<file path="src/rtl/dmux_stream_pkg.sv">
// Shared constants and helpers for the dmux_stream block.
package dmux_stream_pkg;

  // Width of the accepted-word counter.
  localparam int ACC_W = 16;

  // Ceiling log2, used to size the channel select (n >= 2 gives >= 1).
  function automatic int clog2(input int n);
    int r;
    int v;
    r = 0;
    v = n - 1;
    while (v > 0) begin
      r = r + 1;
      v = v >> 1;
    end
    return r;
  endfunction

endpackage

</file>
<file path="src/rtl/dmux_stream_if.sv">
// Stream bus of the demultiplexer: one input port, CH output channels.
//
// Handshake: a word moves across a port in a cycle where valid and ready are
// both 1 at the rising clock edge. in_ready never looks at in_valid, and a
// channel holds out_data stable while out_valid=1 and out_ready=0.
interface dmux_stream_if #(
  parameter int WIDTH = 8,
  parameter int CH    = 4
);
  import dmux_stream_pkg::*;

  localparam int SELW = clog2(CH);

  logic [WIDTH-1:0]    in_data;
  logic [SELW-1:0]     in_sel;
  logic                in_bcast;
  logic                in_valid;
  logic                in_ready;
  logic [CH*WIDTH-1:0] out_data;
  logic [CH-1:0]       out_valid;
  logic [CH-1:0]       out_ready;

  // Environment side: producer of input words and consumer of channels.
  modport master (
    output in_data, in_sel, in_bcast, in_valid, out_ready,
    input  in_ready, out_data, out_valid
  );

  // Demultiplexer side.
  modport slave (
    input  in_data, in_sel, in_bcast, in_valid, out_ready,
    output in_ready, out_data, out_valid
  );

endinterface

</file>
<file path="src/rtl/dmux_slot.sv">
// One-entry channel buffer: load wins over drain so a full channel can be
// refilled in the same cycle it is consumed.
module dmux_slot #(
  parameter int WIDTH = 8
) (
  input  logic             clk,
  input  logic             rst,
  input  logic             load,
  input  logic [WIDTH-1:0] data_in,
  input  logic             ready_in,
  output logic             valid_out,
  output logic [WIDTH-1:0] data_out
);

  // Full flag and data register; data only changes on a load.
  always_ff @(posedge clk or posedge rst) begin
    if (rst) begin
      valid_out <= 1'b0;
      data_out  <= '0;
    end else if (load) begin
      valid_out <= 1'b1;
      data_out  <= data_in;
    end else if (ready_in) begin
      valid_out <= 1'b0;
    end
  end

endmodule

</file>
<file path="src/rtl/dmux_stream.sv">
// Stream demultiplexer: routes each accepted input word to one channel
// (unicast) or to all channels (broadcast). Out-of-range selects are
// accepted and dropped, raising a sticky error flag.
module dmux_stream
  import dmux_stream_pkg::*;
#(
  parameter int WIDTH = 8,
  parameter int CH    = 4
) (
  input  logic             clk,
  input  logic             rst,
  dmux_stream_if.slave     bus,
  output logic             err_sel,
  output logic [ACC_W-1:0] acc_cnt
);

  localparam int              SELW    = clog2(CH);
  localparam logic [SELW:0]   SEL_LIM = (SELW + 1)'(CH);

  logic [CH-1:0] free;
  logic [CH-1:0] load;
  logic          sel_ok;
  logic          sel_free;
  logic          accept;

  // A channel can take a word if it is empty or being drained this cycle.
  assign free   = ~bus.out_valid | bus.out_ready;
  assign sel_ok = {1'b0, bus.in_sel} < SEL_LIM;

  // Select decode, ready generation and per-channel load strobes.
  always_comb begin
    sel_free     = 1'b0;
    load         = '0;
    bus.in_ready = 1'b0;
    for (int i = 0; i < CH; i++) begin
      if (bus.in_sel == SELW'(i)) sel_free = free[i];
    end
    if (bus.in_bcast)  bus.in_ready = &free;
    else if (sel_ok)   bus.in_ready = sel_free;
    else               bus.in_ready = 1'b1;
    accept = bus.in_valid & bus.in_ready;
    for (int i = 0; i < CH; i++) begin
      load[i] = accept & (bus.in_bcast | (bus.in_sel == SELW'(i)));
    end
  end

  for (genvar g = 0; g < CH; g++) begin : g_slot
    dmux_slot #(.WIDTH(WIDTH)) u_slot (
      .clk       (clk),
      .rst       (rst),
      .load      (load[g]),
      .data_in   (bus.in_data),
      .ready_in  (bus.out_ready[g]),
      .valid_out (bus.out_valid[g]),
      .data_out  (bus.out_data[g*WIDTH +: WIDTH])
    );
  end

  // Sticky flag for an accepted unicast word with no matching channel.
  always_ff @(posedge clk or posedge rst) begin
    if (rst)                                  err_sel <= 1'b0;
    else if (accept & ~bus.in_bcast & ~sel_ok) err_sel <= 1'b1;
  end

  // Accepted-word counter; wraps naturally at its width.
  always_ff @(posedge clk or posedge rst) begin
    if (rst)         acc_cnt <= '0;
    else if (accept) acc_cnt <= acc_cnt + ACC_W'(1);
  end

endmodule
</file>
<file path="src/flat_wrapper.sv">
// flat-port wrapper written by rule: the top's interface ports become plain ports
module dmux_stream_flat import dmux_stream_pkg::*;
#(
  parameter int WIDTH = 8,
  parameter int CH    = 4
)
  (clk, rst, err_sel, acc_cnt, bus_in_data, bus_in_sel, bus_in_bcast, bus_in_valid, bus_out_ready, bus_in_ready, bus_out_data, bus_out_valid);
  dmux_stream_if #(.WIDTH(WIDTH), .CH(CH)) bus_i ();
  input  logic clk;
  input  logic rst;
  output logic err_sel;
  output logic [ACC_W-1:0] acc_cnt;
  input wire logic [$bits(bus_i.in_data)-1:0] bus_in_data;
  input wire logic [$bits(bus_i.in_sel)-1:0] bus_in_sel;
  input wire logic [$bits(bus_i.in_bcast)-1:0] bus_in_bcast;
  input wire logic [$bits(bus_i.in_valid)-1:0] bus_in_valid;
  input wire logic [$bits(bus_i.out_ready)-1:0] bus_out_ready;
  output wire logic [$bits(bus_i.in_ready)-1:0] bus_in_ready;
  output wire logic [$bits(bus_i.out_data)-1:0] bus_out_data;
  output wire logic [$bits(bus_i.out_valid)-1:0] bus_out_valid;
  assign bus_i.in_data = bus_in_data;
  assign bus_i.in_sel = bus_in_sel;
  assign bus_i.in_bcast = bus_in_bcast;
  assign bus_i.in_valid = bus_in_valid;
  assign bus_i.out_ready = bus_out_ready;
  assign bus_in_ready = bus_i.in_ready;
  assign bus_out_data = bus_i.out_data;
  assign bus_out_valid = bus_i.out_valid;
  dmux_stream #(.WIDTH(WIDTH), .CH(CH)) u_core (.clk(clk), .rst(rst), .bus(bus_i), .err_sel(err_sel), .acc_cnt(acc_cnt));
endmodule
</file>
<file path="config.mk">
export PLATFORM = sky130hd
export DESIGN_NAME = dmux_stream_flat
export DESIGN_NICKNAME = d
export VERILOG_FILES = /design/src/rtl/dmux_stream_pkg.sv /design/src/rtl/dmux_stream_if.sv /design/src/rtl/dmux_slot.sv /design/src/rtl/dmux_stream.sv /design/src/flat_wrapper.sv
export SDC_FILE = /design/constraint.sdc
export NUM_CORES = 1
export LEC_CHECK = 0
export CORE_MARGIN = 8
export CORE_UTILIZATION = 41
export DETAILED_ROUTE_END_ITERATION = 6
export PLACE_DENSITY = 0.77
export SLEW_MARGIN = 30
export SYNTH_ARGS = -nofsm -noshare
export SYNTH_HDL_FRONTEND = slang
export SYNTH_SLANG_ARGS = --single-unit
export TNS_END_PERCENT = 30
</file>
<file path="constraint.sdc">
create_clock -name clk -period 1.6 [get_ports clk]
set_input_delay 0.16 -clock clk [delete_from_list [all_inputs] [get_ports clk]]
set_output_delay 0.16 -clock clk [all_outputs]
set_load 0.03 [all_outputs]
</file>
==> metrics.log <==
[metrics] outcome: finished, violations left
[metrics] violations in the final reports: negative setup slack
[metrics] antenna violations before repair: 0
[metrics] power density cells: 1440 mW/mm2
[metrics] total number of placement rows: 27
[metrics] launching point of the worst reg2reg path: u_core.g_slot[3].u_slot.valid_out
[metrics] clock transition at the registers of the reported paths: 100 ps
[metrics] via count: 1,612
[metrics] Hold-fix buffers, CTS: 0
[metrics] HPWL after detailed placement: 3940 um
[metrics] number of CTS-inserted buffers: 5
[metrics] Slew Limit Fails: 0
[metrics] minimum setup slack in the final design: -93.6 ps
[metrics] reg-to-reg slack, setup: -90 ps
[metrics] total DRC errors in the routed layout: 0
[metrics] DIE WIDTH: 89.7 um
[metrics] initial core utilization: 41.5%
[metrics] Initial DRC Count: 62
[metrics] top_reg_cell synth: sky130_fd_sc_hd__dfrtp_1
[metrics] overall track demand over capacity in global routing: 13.8%
[metrics] critical path capture point: u_core.g_slot[0].u_slot.data_out[6]
[metrics] element type at the critical path end: flop
[metrics] number of primary I/O pins: 72
[metrics] number of failing setup endpoints in the final timing report: 36
[metrics] worst-path maximum fanout: 4
[metrics] capturing point of the worst reg2reg path: u_core.g_slot[0].u_slot.data_out[6]
[metrics] Syn-to-layout area delta: 55.3%
[metrics] number of antenna diodes: 0
[metrics] final count of hold timing violations: 0
[metrics] Synth warnings: 0
[metrics] setup repair after global routing missed its margin: true
[metrics] ratio of cells with drive above 1 in the final layout: 34.4%
[metrics] Leakage Power: 1.66 nW
[metrics] mean post-synth cell area: 13.6 um2
[metrics] worst-case reg-to-reg path depth: 5
[metrics] commonest non-fill, non-tap cells in the layout: sky130_fd_sc_hd__dfrtp_1, sky130_fd_sc_hd__clkdlybuf4s50_1, sky130_fd_sc_hd__mux2_4
[metrics] crit path from: u_core.g_slot[3].u_slot.valid_out
[metrics] vias in the first global route: 1,744
[metrics] most common library cell in the layout ignoring fill and taps: sky130_fd_sc_hd__dfrtp_1
[metrics] EDFF count, synth: 0
[metrics] Detailed Route WL: 5620 um
[metrics] VDD IR max: 1010 uV
[metrics] share of the cycle needed by the critical path after routing: 106%
[metrics] area of the mapped netlist: 0.00223 mm2
[metrics] critical path launch point type: flop
[metrics] number of optimization iterations in the first detailed-route pass: 4
[metrics] htree depth: 2
[metrics] fmax: 590 MHz
[metrics] kind of path behind the tightest hold check: input pin to asynchronous set/reset pin
[metrics] placed instance count: 320
[metrics] maximum number of pins on one net before global-route repair: 43
[metrics] floorplan die area: 0.00805 mm2
[metrics] number of buffer cells added on primary ports: 70
[metrics] number of nets with antenna violations after detailed routing: 0
[metrics] ys async rst share: 100%
[metrics] Syn Nets: 183
[metrics] post-synthesis instance total: 164
[metrics] CTS Root Buffer Type: sky130_fd_sc_hd__clkbuf_8
[metrics] maximum buffer depth of the clock tree: 2
[metrics] Vert. Die Dim: 89.7 um
[metrics] number of sinks handled by clock tree synthesis: 52
[metrics] number of distinct library cells after synthesis: 30
[metrics] worst path arrival time: 1900 ps
[metrics] clock period minus final worst setup slack: 1690 ps
[metrics] clock latency at the later pin of the worst-skew pair: 310 ps
[metrics] core area: 0.00537 mm2
[metrics] Seq/Total Area, Yosys: 58.4%
[metrics] Setup Crit Path Kind: flop to flop
[metrics] detail-routed via count per cell: 4.87
[metrics] TritonCTS clock tree: done
[metrics] register bit total from synthesis: 52
[metrics] total gr overflow: 0
[metrics] final cell count without fillers: 331
[metrics] GPL Wtd Cong: 0.806
[metrics] Worst Skew: 11.1 ps
[metrics] wire per inst: 17.0 um
[metrics] sum of negative setup slack: -1580 ps
[metrics] reported max-cap violation count: 0
[metrics] Nets: 277
[metrics] required time at the endpoint of the critical path: 1810 ps
[metrics] wire length of the first global-routing pass: 9110 um
[kinds of logic (layout without fill, tap and decap cells)]
family          count (synthesis)  after routing  share of synthesized area [%]
flops                          52             52                           58.4
fa+ha+maj                       1              1                          0.561
other cells                     1              1                          0.168
buf+inv                        10            104                           2.64
xor+xnor                       15             15                           5.89
mux                            32             32                           16.2
compound gates                  9              9                           2.86
simple gates                   44             45                           13.4
[Yosys cell counts, types with 2 or more instances]
master,number,area [um2]
sky130_fd_sc_hd__xnor2_1,10,87.6
sky130_fd_sc_hd__o21ai_0,2,10.0
sky130_fd_sc_hd__nand4_1,9,56.3
sky130_fd_sc_hd__and3_1,2,12.5
sky130_fd_sc_hd__dfrtp_1,52,1300
sky130_fd_sc_hd__xor2_1,5,43.8
sky130_fd_sc_hd__o21bai_1,3,22.5
sky130_fd_sc_hd__nand2b_1,3,18.8
sky130_fd_sc_hd__and4_1,2,17.5
sky130_fd_sc_hd__nand2_1,8,30.0
sky130_fd_sc_hd__nand3_1,3,15.0
sky130_fd_sc_hd__inv_1,2,7.51
sky130_fd_sc_hd__nor2_4,3,33.8
sky130_fd_sc_hd__nor3_2,5,50.1
sky130_fd_sc_hd__nor2b_1,3,18.8
sky130_fd_sc_hd__nor2_1,3,11.3
sky130_fd_sc_hd__mux2_2,31,349
sky130_fd_sc_hd__buf_4,5,37.5
sky130_fd_sc_hd__buf_2,2,10.0
[flip-flops by register name (all words and copies together), names as in the netlist]
register and cells:
u_core.g_slot.u_slot.data_out 32, u_core.g_slot.u_slot.valid_out 4, u_core.acc_cnt 16
[stage by stage]
step / hold slack (ps) / utilization (%) / total power, mW / area [um2] / setup WS (ps)
6_report: 92.8 / 64.5 / 4.97 / 3460 / -93.6
5_1_grt: 105 / 64.5 / 5.22 / 3460 / -125
3_5_place_dp: 435 / 59.1 / 4.08 / 3170 / -506
2_1_floorplan: 259 / - / 3.09 / 2230 / -2.04
4_1_cts: 103 / 62.7 / 4.95 / 3370 / -91.3
3_3_place_gp: 428 / 59.1 / 4.06 / 3170 / -472
[where the power goes]
part / switching (mW) / total (mW) / internal [mW]
combinational: 1.21 / 2.29 / 1.08
sequential: 0.253 / 1.90 / 1.65
clock: 0.461 / 0.783 / 0.323
[worst min-delay path by stage]
| stage | endpoint | depth (start not counted) |
|---|---|---|
| after detailed placement | u_core.acc_cnt[4] | 2 |
| after floorplan | u_core.g_slot[3].u_slot.valid_out | 1 |
| final | u_core.acc_cnt[14] | 2 |
| after global placement | u_core.acc_cnt[4] | 2 |
| after global routing | u_core.acc_cnt[4] | 2 |
| after CTS | u_core.acc_cnt[4] | 2 |
[critical path, cell delays in order, from the launching register on]
cell and delay, ps:
sky130_fd_sc_hd__dfrtp_1 370, sky130_fd_sc_hd__inv_1 70, sky130_fd_sc_hd__or3_4 410, sky130_fd_sc_hd__and4_2 290
sky130_fd_sc_hd__nand2_2 130, sky130_fd_sc_hd__mux2_2 340
[what timing repair did]
item | CTS | global route
gates resized for setup | 37 | 25
pin swaps | 6 | 5
setup endpoints to repair | 55 | 59
cloned | 1 | 0
setup buffers | 1 | 1
[layout make-up]
cell class / count / area [um2]
tap: 72 / 90.1
fill: 395 / 1910
inverter: 2 / 7.51
sequential: 52 / 1300
timing repair buffer: 94 / 955
clock inverter: 3 / 26.3
clock buffer: 5 / 68.8
multi-input combinational: 103 / 1010
[per-layer routing]
layer  vias to the layer above  global-route usage [%]  share of wire, %  routed length [um]
li1                        755                       -                 -                   -
met1                       800                    15.4                41                2310
met2                        52                    22.5                48                2710
met3                         5                    7.73                10                 559
met4                         0                    2.54              0.75                  42
met5                         -                       0                 0                   0
Power figures use the tool's default switching activity.
